File: src/rtl/mc_exec_wb.sv
// mc_exec_wb: execute/writeback sequencer for the multicycle processor.
// Takes one decoded instruction at a time, reads its two operands from the
// register file, runs the ALU, optionally does one data-memory access, and
// issues one write-back cycle.
//
// Ports:
//   clk, rst            rising-edge clock, synchronous active-high reset
//   instr_valid/ready   instruction handshake (ready only while idle)
//   instr[31:0]         opcode/rs/rt/rd/funct/imm encoding
//   rf_rs, rf_rt        register-file read selects; rf_a, rf_b returned operands
//   rf_rd/wdata/we      write-back port (one-cycle strobe)
//   mem_req/we/addr/wdata, mem_rdata, mem_ack   data-memory request/response
//   done, illegal, br_taken, br_offset          retirement status pulses
module mc_exec_wb (
    input  logic        clk,
    input  logic        rst,
    input  logic        instr_valid,
    output logic        instr_ready,
    input  logic [31:0] instr,
    output logic [4:0]  rf_rs,
    output logic [4:0]  rf_rt,
    input  logic [31:0] rf_a,
    input  logic [31:0] rf_b,
    output logic [4:0]  rf_rd,
    output logic [31:0] rf_wdata,
    output logic        rf_we,
    output logic        mem_req,
    output logic        mem_we,
    output logic [31:0] mem_addr,
    output logic [31:0] mem_wdata,
    input  logic [31:0] mem_rdata,
    input  logic        mem_ack,
    output logic        done,
    output logic        illegal,
    output logic        br_taken,
    output logic [31:0] br_offset
);
    typedef enum logic [2:0] {IDLE, READ, EXEC, MEM, WB} state_t;

    state_t      r_state;
    logic [31:0] r_ir, r_a, r_b, r_result;

    // Field decode from the latched instruction
    logic [5:0]  w_op, w_fn;
    logic [15:0] w_imm;
    logic [31:0] w_sx, w_alu;
    logic        w_is_r, w_r_ok, w_addi, w_andi, w_lw, w_sw, w_beq;
    logic        w_alu_op, w_illegal;

    assign w_op   = r_ir[31:26];
    assign w_fn   = r_ir[5:0];
    assign w_imm  = r_ir[15:0];
    assign w_sx   = {{16{w_imm[15]}}, w_imm};
    assign w_is_r = (w_op == 6'h00);
    assign w_addi = (w_op == 6'h08);
    assign w_andi = (w_op == 6'h0C);
    assign w_lw   = (w_op == 6'h23);
    assign w_sw   = (w_op == 6'h2B);
    assign w_beq  = (w_op == 6'h04);
    assign w_r_ok = (w_fn == 6'h20) || (w_fn == 6'h22) || (w_fn == 6'h24) ||
                    (w_fn == 6'h25) || (w_fn == 6'h2A);
    assign w_alu_op  = (w_is_r && w_r_ok) || w_addi || w_andi;
    assign w_illegal = !(w_alu_op || w_lw || w_sw || w_beq);

    always_comb begin
        w_alu = 32'h0;
        if (w_is_r) begin
            case (w_fn)
                6'h20:   w_alu = r_a + r_b;
                6'h22:   w_alu = r_a - r_b;
                6'h24:   w_alu = r_a & r_b;
                6'h25:   w_alu = r_a | r_b;
                6'h2A:   w_alu = {31'h0, $signed(r_a) < $signed(r_b)};
                default: w_alu = 32'h0;
            endcase
        end else if (w_addi) begin
            w_alu = r_a + w_sx;
        end else if (w_andi) begin
            w_alu = r_a & {16'h0, w_imm};
        end
    end

    always_ff @(posedge clk) begin
        if (rst) begin
            r_state  <= IDLE;
            r_ir     <= 32'h0;
            r_a      <= 32'h0;
            r_b      <= 32'h0;
            r_result <= 32'h0;
        end else begin
            case (r_state)
                IDLE: if (instr_valid) begin
                    r_ir    <= instr;
                    r_state <= READ;
                end
                READ: begin
                    r_a     <= rf_a;
                    r_b     <= rf_b;
                    r_state <= EXEC;
                end
                EXEC: begin
                    r_result <= w_alu;
                    if (w_alu_op)          r_state <= WB;
                    else if (w_lw || w_sw) r_state <= MEM;
                    else                   r_state <= IDLE;
                end
                MEM: if (mem_ack) begin
                    if (w_lw) begin
                        r_result <= mem_rdata;
                        r_state  <= WB;
                    end else begin
                        r_state  <= IDLE;
                    end
                end
                WB:      r_state <= IDLE;
                default: r_state <= IDLE;
            endcase
        end
    end

    // Read selects come straight from IR, so they stay put until the next accept
    assign instr_ready = (r_state == IDLE) && !rst;
    assign rf_rs       = r_ir[25:21];
    assign rf_rt       = r_ir[20:16];
    assign rf_rd       = w_is_r ? r_ir[15:11] : r_ir[20:16];
    assign rf_wdata    = r_result;
    assign rf_we       = !rst && (r_state == WB) && (rf_rd != 5'd0);

    assign mem_req     = (r_state == MEM);
    assign mem_we      = (r_state == MEM) && w_sw;
    assign mem_addr    = r_a + w_sx;
    assign mem_wdata   = r_b;

    // sw retires in the ack cycle itself; beq/illegal retire at the end of EXEC
    assign done     = !rst && ((r_state == WB) ||
                               ((r_state == EXEC) && (w_beq || w_illegal)) ||
                               ((r_state == MEM) && mem_ack && w_sw));
    assign illegal  = !rst && (r_state == EXEC) && w_illegal;
    assign br_taken = !rst && (r_state == EXEC) && w_beq && (r_a == r_b);
    assign br_offset = {w_sx[29:0], 2'b00};
endmodule

File: config.mk
export PLATFORM = sky130hd
export DESIGN_NAME = mc_exec_wb
export DESIGN_NICKNAME = d
export VERILOG_FILES = /design/src/rtl/mc_exec_wb.sv
export SDC_FILE = /design/constraint.sdc
export NUM_CORES = 1
export LEC_CHECK = 0
export ABC_AREA = 1
export BUFFER_PORTS_ARGS = -buffer_cell sky130_fd_sc_hd__buf_2
export CAP_MARGIN = 20
export CELL_PAD_IN_SITES_DETAIL_PLACEMENT = 0
export CELL_PAD_IN_SITES_GLOBAL_PLACEMENT = 1
export CORE_ASPECT_RATIO = 1.75
export CORE_MARGIN = 2
export CORE_UTILIZATION = 42
export CTS_CLUSTER_DIAMETER = 40
export DETAILED_ROUTE_END_ITERATION = 7
export GPL_ROUTABILITY_DRIVEN = 1
export HOLD_SLACK_MARGIN = 0.03
export PLACE_DENSITY_LB_ADDON = 0.05
export SETUP_SLACK_MARGIN = 0.02
export SYNTH_ARGS = -nofsm -noshare
export SYNTH_HDL_FRONTEND = slang
export SYNTH_SLANG_ARGS = --single-unit
File: constraint.sdc
create_clock -name clk -period 4.3 [get_ports clk]
set_input_delay 0.645 -clock clk [delete_from_list [all_inputs] [get_ports clk]]
set_output_delay 0.645 -clock clk [all_outputs]
set_load 0.005 [all_outputs]
* After elaboration in Yosys (flattened, before gate mapping) *
Cells that the tools add are included.

word-level totals
  flip-flop bits (word level) = 131
  bits in latches = 0
  memory bits (writable) = 0
  memory bits (read-only) = 0
  input port bits = 132
  output and inout bits = 150
  word-level logic and storage cells = 79
  memories = 0

cells by class
  add/sub/neg operators = 3
  multiply operators = 0
  divide/modulo/power cells = 0
  $lt $le $gt $ge = 1
  eq/ne operators = 18
  shift operators = 0
  muxes and demuxes = 14
  bitwise logic cells = 3
  reductions and logical operators = 35

operator list
  cell                  count
  $mux W32              5
  $pmux W32 S5          1
  $add A32 B32 Y32      2
  $pmux W32 S2          1
  $eq A6 B6 Y1 const B  7
  $and A32 B16 Y32      1
  $and A32 B32 Y32      1
  $eq A32 B32 Y1        1
  $lt A32 B32 Y1        1
  $or A32 B32 Y32       1
  $sub A32 B32 Y32      1
  $logic_and A1 B1 Y1   13
  $logic_or A1 B1 Y1    13
  $eq A6 B4 Y1 const B  2
  $mux W3               4
  $pmux W3 S4           1
  $eq A3 B2 Y1 const B  2
  $eq A6 B3 Y1 const B  1
  $logic_not A6 Y1      1
  $mux W5               1
  $reduce_bool A5 Y1    1
  $ne A2 B1 Y1 const B  2
  $reduce_and A2 Y1     2
  $eq A3 B1 Y1 const B  1
  other kinds (7)       8

* Longest topological paths before layout *
  depth in word-level cells = 17
  depth in mapped cells = 19
  mapped depth without buffers = 19

* Least setup slack after synthesis *
OpenSTA, ideal clock, no wires.

  path kind = reg2out
  start point = register r_ir[15]
  end point = output mem_addr[18]
  arrival time = 2226 ps
  data required time = 3655 ps
  setup slack = 1429 ps
  cell stages (with the launch flop) = 8
  path buffers = 0
  path through = dfxtp_1 -> ha_1 -> a21oi_1 -> o21ai_0 -> a21oi_1 -> nand3_1 -> or2_2 -> and2_1

on the way
  cells in the longest elaborated chain, start to end = 1

ends and longest elaborated chain
  what                    line  source
  from (decl)             41    logic [31:0] r_ir, r_a, r_b, r_result;
  from (signal assigned)  93    r_ir <= instr;
  $add A32 B32 Y32        131   assign mem_addr = r_a + w_sx;
  to (decl)               29    output logic [31:0] mem_addr,

No other way between the ends.

* Worst setup path after layout *
  start point = register r_a[1]
  end point = output mem_addr[30]

on the way
  cells in the longest elaborated chain, start to end = 1

ends and longest elaborated chain
  what                    line  source
  from (decl)             41
  from (signal assigned)  97    r_a <= rf_a;
  $add A32 B32 Y32        131

No other way between the ends.

==> impl_metrics.yaml <==
status:
  run_status: "complete, no violations"
clock_network:
  root_buffer: "sky130_fd_sc_hd__clkbuf_16"
  cts.repair_timing.setup_buffer_count: 0
  cts_resized: 0
  worst_skew_pair.late_latency_ns: 0.47
  cts.sink_count: 131
  clk_pin_slew_worst_paths_ns: 0.08
  cts_buffers: 17
  depth_of_the_cts_h_tree: 4
  cts_hold_buffers: 0
  cts_buffer_depth: 2
  cts_tree: "done"
worst_setup_path:
  crit_path_max_incr_delay_ns: 0.48
  critical_path_peak_fanout: 5
  r2r.worst_path.cells: 17
  critical_path_buf_inv_count: 3
  cp_data_required_time_ns: 3.65
  worstSetupEndpoint: "mem_addr[30]"
  critical_path.startpoint_type: "flop"
  timing.critical_path.mode_cell: "sky130_fd_sc_hd__nand2_1"
  worst-endpoint-arrival_ns: 3.11
  logic_depth_of_the_worst_path_buffers_included: 14
  cp-end-kind: "output port"
  timing_worst_setup_path_type: "reg -> out"
  critPathTopFamily: "simple AND/OR/NAND/NOR gates"
  timing.critical_path.slowest_stage_cell: "sky130_fd_sc_hd__dfxtp_1"
  r2r_slack_ns: 1.13
  critical_path.reg2reg.startpoint: "r_a[8]$_SDFFE_PP0P_"
  critPathLaunch: "r_a[1]$_SDFFE_PP0P_"
  critical_path.reg2reg.endpoint: "rf_wdata[29]$_SDFFE_PP0P_"
  crit_chain: "inv_1, fa_1, inv_1, nand3_1, nand2_1, nand2_1, nand2_1, nand3_1, nand2_1, nand2_1, nand2_1, nand2_1, and2_1, buf_2"
timing:
  endpoints_failing_hold: 0
  fin_skew_ns: 0.01598
  max_clock_freq_mhz: 266.6
  max_slew_margin_pct: 41.23
  unrepaired_setup_endpoints_after_global_routing: "false"
  timing.final.crit_share_pct: 87.24
  final.min_clock_period_ns: 3.751
  totalNegativeSetupSlack_ns: 0
  finalSetupViolCount: 0
  slew_viol_final: 0
  worst_pin_slew_ns: 0.8794
final_layout:
  post_layout_nonfiller_instances: 3153
  sequential_cell_area_um2: 2623
  multi_input_area_um2: 9464
  area_growth_syn_to_layout_pct: 13.75
  final.fill_count: 3832
  design.final.nets: 2960
  drive_above_1_share_pct: 13.02
logic_synthesis:
  total_standard_cell_area_after_synthesis_um2: 14310
  synthDistinctLibCells: 46
  synth_area_leader_cell: "sky130_fd_sc_hd__nand2_1"
  synth_seq_area_share_pct: 18.33
  yosys_warnings: 0
  synth.area.top_cells: "sky130_fd_sc_hd__nand2_1 19%, sky130_fd_sc_hd__dfxtp_1 18%, sky130_fd_sc_hd__ha_1 12%"
  synth_edf_count: 0
  async_sr_flop_fraction_pct: 0
  synth_top_area_share_pct: 19.39
  most_used_flip_flop_cell_after_synthesis: "sky130_fd_sc_hd__dfxtp_1"
  netlist_instances: 2503
  synth_seq_cells: 131
  per_instance_average_area_after_synthesis_um2: 5.717
drt:
  routedWlPerCell_um: 20.36
  drt_drc_violations_left: 0
  vias: 16850
  drt_iter0_markers: 1097
  post_drt_via_cell_ratio: 5.344
  final_antenna_net_count: 0
  detail_route.first_pass.iterations: 8
  routed_wirelength_um: 64190
power_and_ir_drop:
  irDropWorstVdd_mv: 0.3171
  p_per_area_nw_per_um2: 352.0
  power.static_leakage_nw: 8.834
job:
  timing.max_cap.violations: 0
die:
  initial_utilization_pct: 42.55
  core.rowCount: 89
  die_w_um: 143.5
  die-area_um2: 35620
  core_um2: 33630
  io_pins: 282
  die_height_um: 248.2
hold_path:
  min-delay-path-class: "in -> reg"
  holdCritStartpoint: "instr[20]"
  holdPathStages: 3
placed_design:
  buffer_ports.inserted: 279
  globalplace.congestion: 0.9857
  dp.cells: 3118
  detailedPlacementHpwl_um: 52950
global_route:
  grt_pass1_vias: 16404
  grt_usage_pct: 35.61
  grt_pass1_wl_um: 93920
  pin_count_of_the_biggest_net_entering_global_routing: 83
  global_route.overflow_total: 0
  antenna_found_initial: 2
report_power, final:
part | internal [mW] | total [mW] | leakage (nW) | switching, mW
logic | 0.846 | 2.76 | 7.47 | 1.91
registers | 1.32 | 1.48 | 1.07 | 0.153
clock network | 0.773 | 1.49 | 0.287 | 0.719
total | 2.94 | 5.73 | 8.83 | 2.79
state kept, by name, indices dropped and copies added (netlist names):
name / flops
mem_wdata: 32
r_a: 32
r_ir: 32
r_state: 3
rf_wdata: 32
cell usage in the layout (no fill, tap or decap), types with 5 or more instances in the layout:
cell type,n
sky130_fd_sc_hd__nand3_1,191
sky130_fd_sc_hd__inv_1,393
sky130_fd_sc_hd__and2_1,15
sky130_fd_sc_hd__buf_2,279
sky130_fd_sc_hd__inv_2,7
sky130_fd_sc_hd__o22ai_1,19
sky130_fd_sc_hd__ha_1,142
sky130_fd_sc_hd__nand3b_1,15
sky130_fd_sc_hd__nand4_1,32
sky130_fd_sc_hd__nor4_1,5
sky130_fd_sc_hd__nor2_1,223
sky130_fd_sc_hd__dfxtp_1,131
sky130_fd_sc_hd__xor2_1,13
sky130_fd_sc_hd__o21ai_0,131
sky130_fd_sc_hd__clkbuf_16,17
sky130_fd_sc_hd__o2111ai_1,7
sky130_fd_sc_hd__buf_4,15
sky130_fd_sc_hd__o21bai_1,11
sky130_fd_sc_hd__nor3_1,26
sky130_fd_sc_hd__nand2_1,738
sky130_fd_sc_hd__a21oi_1,217
sky130_fd_sc_hd__inv_8,6
sky130_fd_sc_hd__or2_2,5
cell families (layout without fill, tap and decap cells):
kind of cell               count (synthesis)  in the layout  synth area share, %
and+or+nand+nor                         1263           1263                36.87
buffers and inverters                    537            729                15.69
AOI/OAI and AO/OA                        412            412                15.40
adders and majority gates                145            145                12.84
DFF                                      131            131                18.33
xor gates and xnor gates                  14             14               0.8570
other                                      1              4              0.02621
worst reg2reg max path, stage by stage (launching register included):
cell and delay, ns:
sky130_fd_sc_hd__dfxtp_1 0.56, sky130_fd_sc_hd__inv_1 0.12, sky130_fd_sc_hd__ha_1 0.48, sky130_fd_sc_hd__nand2_1 0.18, sky130_fd_sc_hd__nor2_1 0.28, sky130_fd_sc_hd__inv_1 0.12
sky130_fd_sc_hd__nor2_1 0.10, sky130_fd_sc_hd__nand2_1 0.08, sky130_fd_sc_hd__nand2_1 0.30, sky130_fd_sc_hd__nand2_1 0.15, sky130_fd_sc_hd__nand2_1 0.09, sky130_fd_sc_hd__nand2_1 0.04
sky130_fd_sc_hd__nand3_1 0.08, sky130_fd_sc_hd__nand3_1 0.17, sky130_fd_sc_hd__nand2_1 0.11, sky130_fd_sc_hd__nand2_1 0.05, sky130_fd_sc_hd__nand2_1 0.05, sky130_fd_sc_hd__a21oi_1 0.05
per-layer routing:
layer / global-route usage (%) / wire, µm / share of wire [%] / vias up
met5: 0 / 0 / 0 / -
met4: 20.30 / 4021 / 6.3 / 0
met3: 4.210 / 2973 / 4.6 / 169
met2: 64.96 / 32520 / 51 / 589
met1: 39.38 / 24680 / 38 / 7823
li1: - / - / - / 8269
synth_stat cells, types with 2 or more instances:
master / n
sky130_fd_sc_hd__nor2_1: 224
sky130_fd_sc_hd__a22oi_1: 2
sky130_fd_sc_hd__nor3_2: 3
sky130_fd_sc_hd__o21ai_1: 3
sky130_fd_sc_hd__nand4_1: 32
sky130_fd_sc_hd__clkbuf_1: 41
sky130_fd_sc_hd__nand3_1: 191
sky130_fd_sc_hd__a21boi_0: 2
sky130_fd_sc_hd__inv_1: 395
sky130_fd_sc_hd__or2_2: 5
sky130_fd_sc_hd__nand2_1: 739
sky130_fd_sc_hd__nor3_1: 26
sky130_fd_sc_hd__a21oi_1: 217
sky130_fd_sc_hd__ha_1: 142
sky130_fd_sc_hd__xor2_1: 13
sky130_fd_sc_hd__buf_2: 45
sky130_fd_sc_hd__nor4_2: 2
sky130_fd_sc_hd__nor3b_1: 2
sky130_fd_sc_hd__o21ai_0: 131
sky130_fd_sc_hd__buf_4: 46
sky130_fd_sc_hd__o22ai_1: 19
sky130_fd_sc_hd__fa_1: 3
sky130_fd_sc_hd__a221oi_1: 4
sky130_fd_sc_hd__inv_2: 6
sky130_fd_sc_hd__buf_1: 3
sky130_fd_sc_hd__o2111ai_1: 7
sky130_fd_sc_hd__o211ai_1: 4
sky130_fd_sc_hd__nor4_1: 5
sky130_fd_sc_hd__dfxtp_1: 131
sky130_fd_sc_hd__and2_1: 15
sky130_fd_sc_hd__nand3b_1: 15
sky130_fd_sc_hd__a21oi_2: 2
sky130_fd_sc_hd__o21bai_1: 11
sky130_fd_sc_hd__o21a_1: 2
sky130_fd_sc_hd__a31oi_1: 4
worst min-delay path by stage:
stage	end	slack [ns]
final	r_ir[20]$_SDFFE_PP0P_	0.44
after global placement	r_ir[25]$_SDFFE_PP0P_	0.45
after CTS	r_ir[3]$_SDFFE_PP0P_	0.43
after global routing	r_ir[6]$_SDFFE_PP0P_	0.44
after detailed placement	rf_wdata[28]$_SDFFE_PP0P_	0.45
after floorplan	r_ir[16]$_SDFFE_PP0P_	0.44
area by class of cell:
class	instances	share of cell area, %
inverter	402	9.279
multi-input combinational	1836	58.15
clock inverter	15	0.9225
sequential	131	16.11
tap	455	3.498
antenna	2	0.03075
clock buffer	17	2.614
timing repair buffer	295	9.394
through the flow:
stage	utilization [%]	setup WS (ns)	power, mW	area (µm²)	hold slack [ns]
after global placement	46.65	1.102	4.196	15690	0.4490
final	48.40	0.5489	5.728	16280	0.4384
after detailed placement	46.65	1.073	4.212	15690	0.4536
after floorplan	-	1.429	3.271	14310	0.4394
after CTS	48.36	0.5691	5.706	16260	0.4303
after global routing	48.39	0.4225	6.105	16270	0.4425
No activity file was read; power rests on OpenSTA's default activity.
